<file path="src/rtl/core_excp_commit_pkg.sv">
`default_nettype none
// ============================================================================
// Module  : core_excp_commit_pkg
// Purpose : Shared types for the exception/ERTN commit path: CSR field
//           layouts, the CSR snapshot bundle and the redirect request.
// Revision: 1.0 - initial release
// ============================================================================
package core_excp_commit_pkg;

  localparam int         ADDR_W     = 32;
  localparam logic [5:0] ECODE_TLBR = 6'h3F;

  typedef struct packed {
    logic [22:0] rsvd;
    logic [1:0]  datm;
    logic [1:0]  datf;
    logic        pg;
    logic        da;
    logic        ie;
    logic [1:0]  plv;
  } crmd_t;

  typedef struct packed {
    logic [28:0] rsvd;
    logic        pie;
    logic [1:0]  pplv;
  } prmd_t;

  typedef struct packed {
    logic        rsvd31;
    logic [8:0]  esubcode;
    logic [5:0]  ecode;
    logic [2:0]  rsvd15_13;
    logic [12:0] is;
  } estat_t;

  typedef struct packed {
    crmd_t       crmd;
    prmd_t       prmd;
    estat_t      estat;
    logic [31:0] era;
    logic [31:0] eentry;
    logic [31:0] tlbrentry;
  } csr_t;

  typedef struct packed {
    logic              valid;
    logic [ADDR_W-1:0] target;
  } redirect_req_t;

  typedef enum logic [0:0] {
    S_IDLE  = 1'b0,
    S_REDIR = 1'b1
  } excp_state_e;

endpackage
`default_nettype wire

</file>
<file path="src/rtl/core_excp_commit_if.sv">
`default_nettype none
// ============================================================================
// Module  : core_excp_commit_if
// Purpose : Redirect handshake between the exception commit unit (master)
//           and the frontend PC-select (slave).
//   req   : valid + target PC, driven by the master
//   ready : frontend accepts the redirect, driven by the slave
// Revision: 1.0 - initial release
// ============================================================================
interface core_excp_commit_if;
  import core_excp_commit_pkg::*;

  redirect_req_t req;
  logic          ready;

  modport master (output req, input  ready);
  modport slave  (input  req, output ready);

endinterface
`default_nettype wire

</file>
<file path="src/rtl/core_excp_commit.sv">
`default_nettype none
// ============================================================================
// Module  : core_excp_commit
// Purpose : Consumes the commit-stage exception/ERTN event, produces the
//           architectural CSR side effects and redirects the frontend.
// Ports   :
//   clk, rst_n         clock, asynchronous active-low reset
//   valid_i .. pc_i    commit-slot event description
//   csr_i              current CSR snapshot
//   csr_we_o ..        one-cycle CSR update strobe, new values, field enables
//   redir              redirect handshake (master side)
//   stall_o            commit must hold while a redirect is pending
// Revision: 1.0 - initial release
// ============================================================================
module core_excp_commit
  import core_excp_commit_pkg::*;
#(
  parameter logic [5:0] ECODE_TLBR = core_excp_commit_pkg::ECODE_TLBR,
  parameter int         ADDR_W     = core_excp_commit_pkg::ADDR_W
) (
  input  wire logic              clk,
  input  wire logic              rst_n,
  input  wire logic              valid_i,
  input  wire logic              excp_i,
  input  wire logic              ertn_inst_i,
  input  wire logic [5:0]        ecode_i,
  input  wire logic [8:0]        esubcode_i,
  input  wire logic              tlbr_i,
  input  wire logic              badv_valid_i,
  input  wire logic [ADDR_W-1:0] badv_i,
  input  wire logic [ADDR_W-1:0] pc_i,
  input  csr_t                   csr_i,
  output logic                   csr_we_o,
  output logic [31:0]            crmd_o,
  output logic [31:0]            prmd_o,
  output logic [ADDR_W-1:0]      era_o,
  output logic [ADDR_W-1:0]      badv_o,
  output logic                   era_we_o,
  output logic                   badv_we_o,
  output logic                   estat_we_o,
  output logic [5:0]             ecode_o,
  output logic [8:0]             esubcode_o,
  core_excp_commit_if.master     redir,
  output logic                   stall_o
);

  excp_state_e       r_state;
  excp_state_e       w_state_nxt;
  logic              w_event;
  crmd_t             w_crmd;
  prmd_t             w_prmd;
  logic [ADDR_W-1:0] w_target;

  crmd_t             r_crmd;
  prmd_t             r_prmd;
  logic [ADDR_W-1:0] r_era;
  logic [ADDR_W-1:0] r_badv;
  logic [ADDR_W-1:0] r_target;
  logic [5:0]        r_ecode;
  logic [8:0]        r_esubcode;
  logic              r_csr_we;
  logic              r_era_we;
  logic              r_badv_we;
  logic              r_estat_we;

  // State register; async reset drops the redirect immediately.
  always_ff @(posedge clk or negedge rst_n) begin
    if (!rst_n) r_state <= S_IDLE;
    else        r_state <= w_state_nxt;
  end

  // Events are only recognised in IDLE; anything seen during REDIR is dropped.
  always_comb begin
    w_state_nxt = r_state;
    w_event     = 1'b0;
    case (r_state)
      S_IDLE: begin
        if (valid_i && (excp_i || ertn_inst_i)) begin
          w_event     = 1'b1;
          w_state_nxt = S_REDIR;
        end
      end
      S_REDIR: begin
        if (redir.ready) w_state_nxt = S_IDLE;
      end
      default: w_state_nxt = S_IDLE;
    endcase
  end

  // Next CRMD/PRMD and redirect target. excp_i takes priority over ERTN,
  // so the ERTN branch is simply the "not an exception" case.
  always_comb begin
    w_crmd   = csr_i.crmd;
    w_prmd   = csr_i.prmd;
    w_target = csr_i.eentry;
    if (excp_i) begin
      w_prmd.pplv = csr_i.crmd.plv;
      w_prmd.pie  = csr_i.crmd.ie;
      w_crmd.plv  = 2'd0;
      w_crmd.ie   = 1'b0;
      if (tlbr_i) begin
        w_crmd.da = 1'b1;
        w_crmd.pg = 1'b0;
        w_target  = csr_i.tlbrentry;
      end
    end else begin
      w_crmd.plv = csr_i.prmd.pplv;
      w_crmd.ie  = csr_i.prmd.pie;
      // Returning from a TLB refill handler re-enables paging.
      if (csr_i.estat.ecode == ECODE_TLBR) begin
        w_crmd.da = 1'b0;
        w_crmd.pg = 1'b1;
      end
      w_target = csr_i.era;
    end
  end

  // Enables are single-cycle strobes; data registers hold the last capture.
  always_ff @(posedge clk or negedge rst_n) begin
    if (!rst_n) begin
      r_crmd     <= '0;
      r_prmd     <= '0;
      r_era      <= '0;
      r_badv     <= '0;
      r_target   <= '0;
      r_ecode    <= '0;
      r_esubcode <= '0;
      r_csr_we   <= 1'b0;
      r_era_we   <= 1'b0;
      r_badv_we  <= 1'b0;
      r_estat_we <= 1'b0;
    end else begin
      r_csr_we   <= w_event;
      r_era_we   <= w_event & excp_i;
      r_estat_we <= w_event & excp_i;
      r_badv_we  <= w_event & excp_i & badv_valid_i;
      if (w_event) begin
        r_crmd   <= w_crmd;
        r_prmd   <= w_prmd;
        r_target <= w_target;
        if (excp_i) begin
          r_era      <= pc_i;
          r_badv     <= badv_i;
          r_ecode    <= ecode_i;
          r_esubcode <= esubcode_i;
        end
      end
    end
  end

  assign csr_we_o   = r_csr_we;
  assign crmd_o     = r_crmd;
  assign prmd_o     = r_prmd;
  assign era_o      = r_era;
  assign badv_o     = r_badv;
  assign era_we_o   = r_era_we;
  assign badv_we_o  = r_badv_we;
  assign estat_we_o = r_estat_we;
  assign ecode_o    = r_ecode;
  assign esubcode_o = r_esubcode;
  assign stall_o    = (r_state == S_REDIR);
  assign redir.req  = '{valid: (r_state == S_REDIR), target: r_target};

endmodule
`default_nettype wire

</file>
<file path="src/flat_wrapper.sv">
// flat-port wrapper written by rule: the top's interface ports become plain ports
module core_excp_commit_flat import core_excp_commit_pkg::*;
#(
  parameter logic [5:0] ECODE_TLBR = core_excp_commit_pkg::ECODE_TLBR,
  parameter int         ADDR_W     = core_excp_commit_pkg::ADDR_W
)
  (clk, rst_n, valid_i, excp_i, ertn_inst_i, ecode_i, esubcode_i, tlbr_i, badv_valid_i, badv_i, pc_i, csr_i, csr_we_o, crmd_o, prmd_o, era_o, badv_o, era_we_o, badv_we_o, estat_we_o, ecode_o, esubcode_o, stall_o, redir_req, redir_ready);
  core_excp_commit_if redir_i ();
  input  wire logic clk;
  input  wire logic rst_n;
  input  wire logic valid_i;
  input  wire logic excp_i;
  input  wire logic ertn_inst_i;
  input  wire logic [5:0] ecode_i;
  input  wire logic [8:0] esubcode_i;
  input  wire logic tlbr_i;
  input  wire logic badv_valid_i;
  input  wire logic [ADDR_W-1:0] badv_i;
  input  wire logic [ADDR_W-1:0] pc_i;
  input  csr_t csr_i;
  output logic csr_we_o;
  output logic [31:0] crmd_o;
  output logic [31:0] prmd_o;
  output logic [ADDR_W-1:0] era_o;
  output logic [ADDR_W-1:0] badv_o;
  output logic era_we_o;
  output logic badv_we_o;
  output logic estat_we_o;
  output logic [5:0] ecode_o;
  output logic [8:0] esubcode_o;
  output logic stall_o;
  output wire logic [$bits(redir_i.req)-1:0] redir_req;
  input wire logic [$bits(redir_i.ready)-1:0] redir_ready;
  assign redir_req = redir_i.req;
  assign redir_i.ready = redir_ready;
  core_excp_commit #(.ECODE_TLBR(ECODE_TLBR), .ADDR_W(ADDR_W)) u_core (.clk(clk), .rst_n(rst_n), .valid_i(valid_i), .excp_i(excp_i), .ertn_inst_i(ertn_inst_i), .ecode_i(ecode_i), .esubcode_i(esubcode_i), .tlbr_i(tlbr_i), .badv_valid_i(badv_valid_i), .badv_i(badv_i), .pc_i(pc_i), .csr_i(csr_i), .csr_we_o(csr_we_o), .crmd_o(crmd_o), .prmd_o(prmd_o), .era_o(era_o), .badv_o(badv_o), .era_we_o(era_we_o), .badv_we_o(badv_we_o), .estat_we_o(estat_we_o), .ecode_o(ecode_o), .esubcode_o(esubcode_o), .redir(redir_i), .stall_o(stall_o));
endmodule
</file>
<file path="config.mk">
export PLATFORM = sky130hd
export DESIGN_NAME = core_excp_commit_flat
export DESIGN_NICKNAME = d
export VERILOG_FILES = /design/src/rtl/core_excp_commit_pkg.sv /design/src/rtl/core_excp_commit_if.sv /design/src/rtl/core_excp_commit.sv /design/src/flat_wrapper.sv
export SDC_FILE = /design/constraint.sdc
export NUM_CORES = 1
export LEC_CHECK = 0
export ABC_CLOCK_PERIOD_IN_PS = 1500
export CELL_PAD_IN_SITES_DETAIL_PLACEMENT = 1
export CELL_PAD_IN_SITES_GLOBAL_PLACEMENT = 1
export CORE_ASPECT_RATIO = 0.5
export CORE_MARGIN = 2
export CORE_UTILIZATION = 25
export DETAILED_ROUTE_END_ITERATION = 6
export PLACE_DENSITY = 0.78
export SETUP_SLACK_MARGIN = 0.05
export SKIP_LAST_GASP = 1
export SYNTH_ARGS = -nofsm -noshare
export SYNTH_HDL_FRONTEND = slang
export SYNTH_SLANG_ARGS = --single-unit
</file>
<file path="constraint.sdc">
create_clock -name clk -period 1.5 [get_ports clk]
set_input_delay 0.3 -clock clk [delete_from_list [all_inputs] [get_ports clk]]
set_output_delay 0.3 -clock clk [all_outputs]
set_load 0.01 [all_outputs]
</file>
After elaboration in Yosys (flattened, before gate mapping):

Index checks and enable logic that the tools add are counted.

* shift operators: 0
* divide/modulo/power cells: 0
* $lt $le $gt $ge: 0
* multipliers: 0
* bitwise gates (word level): 3
* add/sub/neg operators: 0
* reduce and logical (&&, ||, !) cells: 3
* equal/unequal tests: 1
* multiplexer cells: 10

Operators with widths (count)
* $mux W32: 2
* $eq A6 B6 Y1 const B: 1
* $mux W5: 1
* $mux W2: 2
* $mux W1: 3
* $mux W3: 1
* $and A1 B1 Y1: 2
* $pmux W1 S2: 1
* $reduce_and A2 Y1: 1
* $logic_and A1 B1 Y1: 1
* $logic_or A1 B1 Y1: 1
* $not A1 Y1: 1

* bits in latches: 0
* ROM bits: 0
* output and inout port bits: 181
* memories kept: 0
* logic and storage cells: 36
* register bits after elaboration: 179
* memory bits (writable): 0
* input bits: 279

Logic depth before layout (Yosys ltp):

* depth in word-level cells: 6
* depth in mapped cells: 6
* depth with buffers taken out: 4

Worst setup path after synthesis:

Ideal clock, no wire load.

* kind: reg2reg
* from: register u_core.r_state, in the netlist u_core.stall_o
* to: register u_core.r_target[13]
* path buffers: 2
* stages on the path, launching flop included: 7
* arrival time: 1.378 ns
* slack: -0.002 ns
* clock period less this slack: 1.502 ns
* required time: 1.375 ns
* library setup time: 0.125 ns
* cell sequence: dfrtp_1 nor2b_1 buf_4 o21ai_4 inv_2 buf_4 mux2_2

* word-level cells in the longest chain between the ends: 1

RTL lines
* start: declaration: RTL line core_excp_commit.sv:47 `excp_state_e r_state;`
* start signal: assignment: RTL line core_excp_commit.sv:69 `else r_state <= w_state_nxt;`
* $mux W1: RTL line core_excp_commit.sv:76 `case (r_state)`
* end signal: assignment: RTL line core_excp_commit.sv:140 `r_target <= w_target;`
* end: declaration: RTL line core_excp_commit.sv:58 `logic [ADDR_W-1:0] r_target;`

No other way between the ends.
A chain may end at the register's enable or synchronous reset.

Worst setup path after layout:

* from: input valid_i
* to: register u_core.r_era[24], in the netlist u_core.era_o[24]

* word-level cells in the longest chain between the ends: 4

RTL lines
* start: declaration: RTL line flat_wrapper.sv:11 `input wire logic valid_i;`
* $logic_and A1 B1 Y1: RTL line core_excp_commit.sv:78 `if (valid_i && (excp_i || ertn_inst_i)) begin`
* $mux W1: RTL line core_excp_commit.sv:78
* $mux W1: RTL line core_excp_commit.sv:76
* $reduce_and A2 Y1 (no line)
* end signal: assignment: RTL line core_excp_commit.sv:142 `r_era <= pc_i;`
* end: declaration: RTL line core_excp_commit.sv:56 `logic [ADDR_W-1:0] r_era;`

No other way between the ends.

==> run_results.csv <==
group,metric,value,unit
outcome,status,"complete, but fails checks",
outcome,failed_checks,"setup timing",
setup_path,cp_cell_sequence,"clkdlybuf4s50_1 -> nor2b_4 -> nand2_4 -> inv_12 -> buf_12 -> buf_16 -> mux2_2",
clock_tree,clock-sinks,179,
floorplanning,rows,44,
power_and_ir_drop,totalPowerFinal,0.0179,W
logic_synthesis,synthesis.instances,522,
logic_synthesis,yosys.area.top_type,"dfrtp_1",
timing,worstMarginPinSlew,290,ps
cells_and_area,nets,1306,
setup_path,cp.arrival,1880,ps
power_and_ir_drop,power_leakage,6.31,nW
power_and_ir_drop,peakVddDrop,0.893,mV
logic_synthesis,netlist_area,7520,sq um
logic_synthesis,yosys-top-cells-count,"dfrtp_1 (179), mux2_2 (148), a21oi_1 (33), nor2_1 (33), mux2i_1 (32)",
grt,grt_max_degree,44,
placed_design,pre_cts_ws,-480,ps
grt,track_usage,19.6,%
routing,via_count,6328,
setup_path,max_stage_delay,510,ps
setup_path,critPathRequiredTime,1830,ps
logic_synthesis,synth-edff-count,0,
logic_synthesis,synthArstFlopShare,100,%
floorplanning,die_y,127,um
logic_synthesis,syn_nets,801,
timing,rsz0062_at_grt,"yes",
floorplanning,io_pins,460,
routing,drt_iter0_markers,183,
timing,max_freq,0.645,GHz
timing,holdWs,207,ps
setup_path,critPathKind,"input pin to flip-flop",
placed_design,dp_hpwl,23.9,mm
setup_path,cp_slowest_cell,"clkdlybuf4s50_1",
floorplanning,die_width,249,um
clock_tree,clk_path_buf_depth,2,
timing,final_max_slew_viol_count,0,
placed_design,place_congestion,0.894,
setup_path,r2r_setup_slack,-50,ps
cells_and_area,synthToLayoutAreaGrowth,88.7,%
logic_synthesis,ys_types,28,
floorplanning,start_util,25.7,%
timing,fin_skew,11.1,ps
setup_path,r2r-start,"u_core.stall_o",
power_and_ir_drop,power_density,1260,nW/um^2
clock_tree,htreeDepth,4,
timing,max-slew-margin-rel,80.1,%
clock_tree,cts_buffers,17,
timing,finalSetupViolCount,51,
grt,antenna_found_initial,2,
routing,drtPass1Iterations,4,
cells_and_area,fillerInstances,2994,
setup_path,crit_fanout,12,
logic_synthesis,ys_ff_latch,179,
setup_path,rr_worst_depth,6,
timing,finalWorstSetupSlack,-49.2,ps
routing,via_per_inst,4.42,
routing,remaining_drc_errors,0,
logic_synthesis,avgSynthCellArea,14.4,sq um
min_path,hold_depth,2,
timing,finalCriticalPeriod,1550,ps
setup_path,endpoint,"u_core.era_o[24]",
flow_run,maxCapViolCount,0,
floorplanning,dieArea,31600,sq um
grt,grt_pass1_vias,7186,
clock_tree,cts_tree,"built",
logic_synthesis,synth_top_area_share,59.6,%
logic_synthesis,yosysMostFrequentCell,"dfrtp_1",
routing,wl,32.7,mm
clock_tree,cts_root_buf,"clkbuf_16",
setup_path,cp-start-kind,"input pin",
logic_synthesis,ys.flop_type,"dfrtp_1",
routing,ant_nets,0,
logic_synthesis,yosys-top-cells-area,"dfrtp_1 (60%), mux2_2 (22%), mux2i_1 (4.3%), mux2_4 (3.6%), a21oi_1 (2.2%)",
floorplanning,core,29300,sq um
clock_tree,clkLatencyLatePin,450,ps
setup_path,worstSetupEndpointType,"flip-flop",
placed_design,io_buffers,433,
cells_and_area,utilization,48.5,%
setup_path,critPathLaunch,"valid_i",
grt,overflow,0,
setup_path,r2r-end,"u_core.era_o[24]",
clock_tree,path_clk_slew,70,ps
cells_and_area,layout-drive-gt1-share,31.7,%
logic_synthesis,yosys_warnings,0,
grt,grt_pass1_wl,46.0,mm
timing,min_period_over_period,103,%
min_path,hold_path.class,"input pin to flip-flop",
logic_synthesis,ys_seq_area_share,59.6,%
routing,wire_per_inst,22.8,um
timing,hold_viol_final,0,
[worst max-delay path, delay by kind of cell]
kind | cells | cell delay [ps]
buf+inv | 4 | 850
simple gates | 2 | 370
mux | 1 | 340
[logic make-up after synthesis]
group	after synthesis	synth area share (%)
muxes	199	30.2
DFF	179	59.6
and+or+nand+nor	53	3.03
AOI/OAI and AO/OA	51	3.93
buffers and inverters	40	3.33
[cell usage in the layout, fill, tap and decap left out, types with 2 or more instances in the layout]
cell               n
clkdlybuf4s50_1  249
dfrtp_1          179
clkdlybuf4s15_1  132
mux2_4           111
mux2_2            56
buf_4             40
nor2_1            33
a21oi_1           33
mux2i_1           32
clkbuf_16         25
clkbuf_2          19
buf_12            17
clkdlybuf4s15_2   14
dlygate4sd2_1     13
buf_6             11
nand2_1            8
nor2b_1            6
a31oi_1            6
buf_8              6
o21ai_0            5
buf_16             5
inv_1              4
inv_8              4
buf_2              4
o221ai_1           3
inv_6              3
clkinvlp_4         3
diode_2            2
bufinv_16          2
[power by group]
part           leakage (nW)  total, W  switching (W)  internal, W
sequential             2.10   0.00682       0.000783      0.00603
clock                 0.291   0.00468        0.00212      0.00256
combinational          3.92   0.00642        0.00253      0.00389
[repair_timing]
action                     4_1_cts  5_1_grt
hold buffers                     1        0
cloned                           4       13
setup buffers                   15       20
setup endpoints to repair      317      244
hold endpoints to repair       151        0
gates resized for setup        340       98
[flip-flops by register name, summed over array words and instances, names as in the netlist]
register,flops
u_core.badv_o,32
u_core.crmd_o,32
u_core.era_o,32
u_core.prmd_o,32
u_core.r_target,32
u_core.esubcode_o,9
u_core.ecode_o,6
u_core.badv_we_o,1
u_core.csr_we_o,1
u_core.era_we_o,1
u_core.stall_o,1
[metrics by stage]
stage | area, sq um | cells | setup TNS (ps)
after floorplan | 7920 | 522 | 0
after global placement | 12900 | 1352 | -71570
after detailed placement | 12900 | 1352 | -71690
after CTS | 13800 | 1404 | -4090
after global routing | 14200 | 1433 | -4860
final | 14200 | 1433 | -1270
[routing by layer]
metal / GRT usage (%) / part of all wire, %
met1: 20.4 / 37
met2: 39.1 / 58
met3: 3.63 / 2.2
met5: 0 / 0
met4: 7.76 / 2.7
[worst min-delay path by stage]
stage	startpoint	to	slack, ps
global route	excp_i	u_core.crmd_o[1]	210
detailed placement	rst_n	u_core.era_o[22]	170
floorplan	rst_n	u_core.badv_o[0]	4
global placement	rst_n	u_core.era_o[24]	160
finish	excp_i	u_core.crmd_o[1]	210
CTS	excp_i	u_core.crmd_o[1]	190
[final cells by class]
class | count | area, sq um | area share (%)
well taps | 391 | 489 | 3.45
repair inverters | 1 | 16.3 | 0.115
multi-input cells | 303 | 3160 | 22.2
clock inverters | 14 | 168 | 1.18
clock buffers | 18 | 439 | 3.09
inverters | 6 | 37.5 | 0.264
diodes | 2 | 5.00 | 0.0353
repair buffers | 519 | 5400 | 38.1
flip-flops and latches | 179 | 4480 | 31.6
No activity file was read; power rests on OpenSTA's default activity.
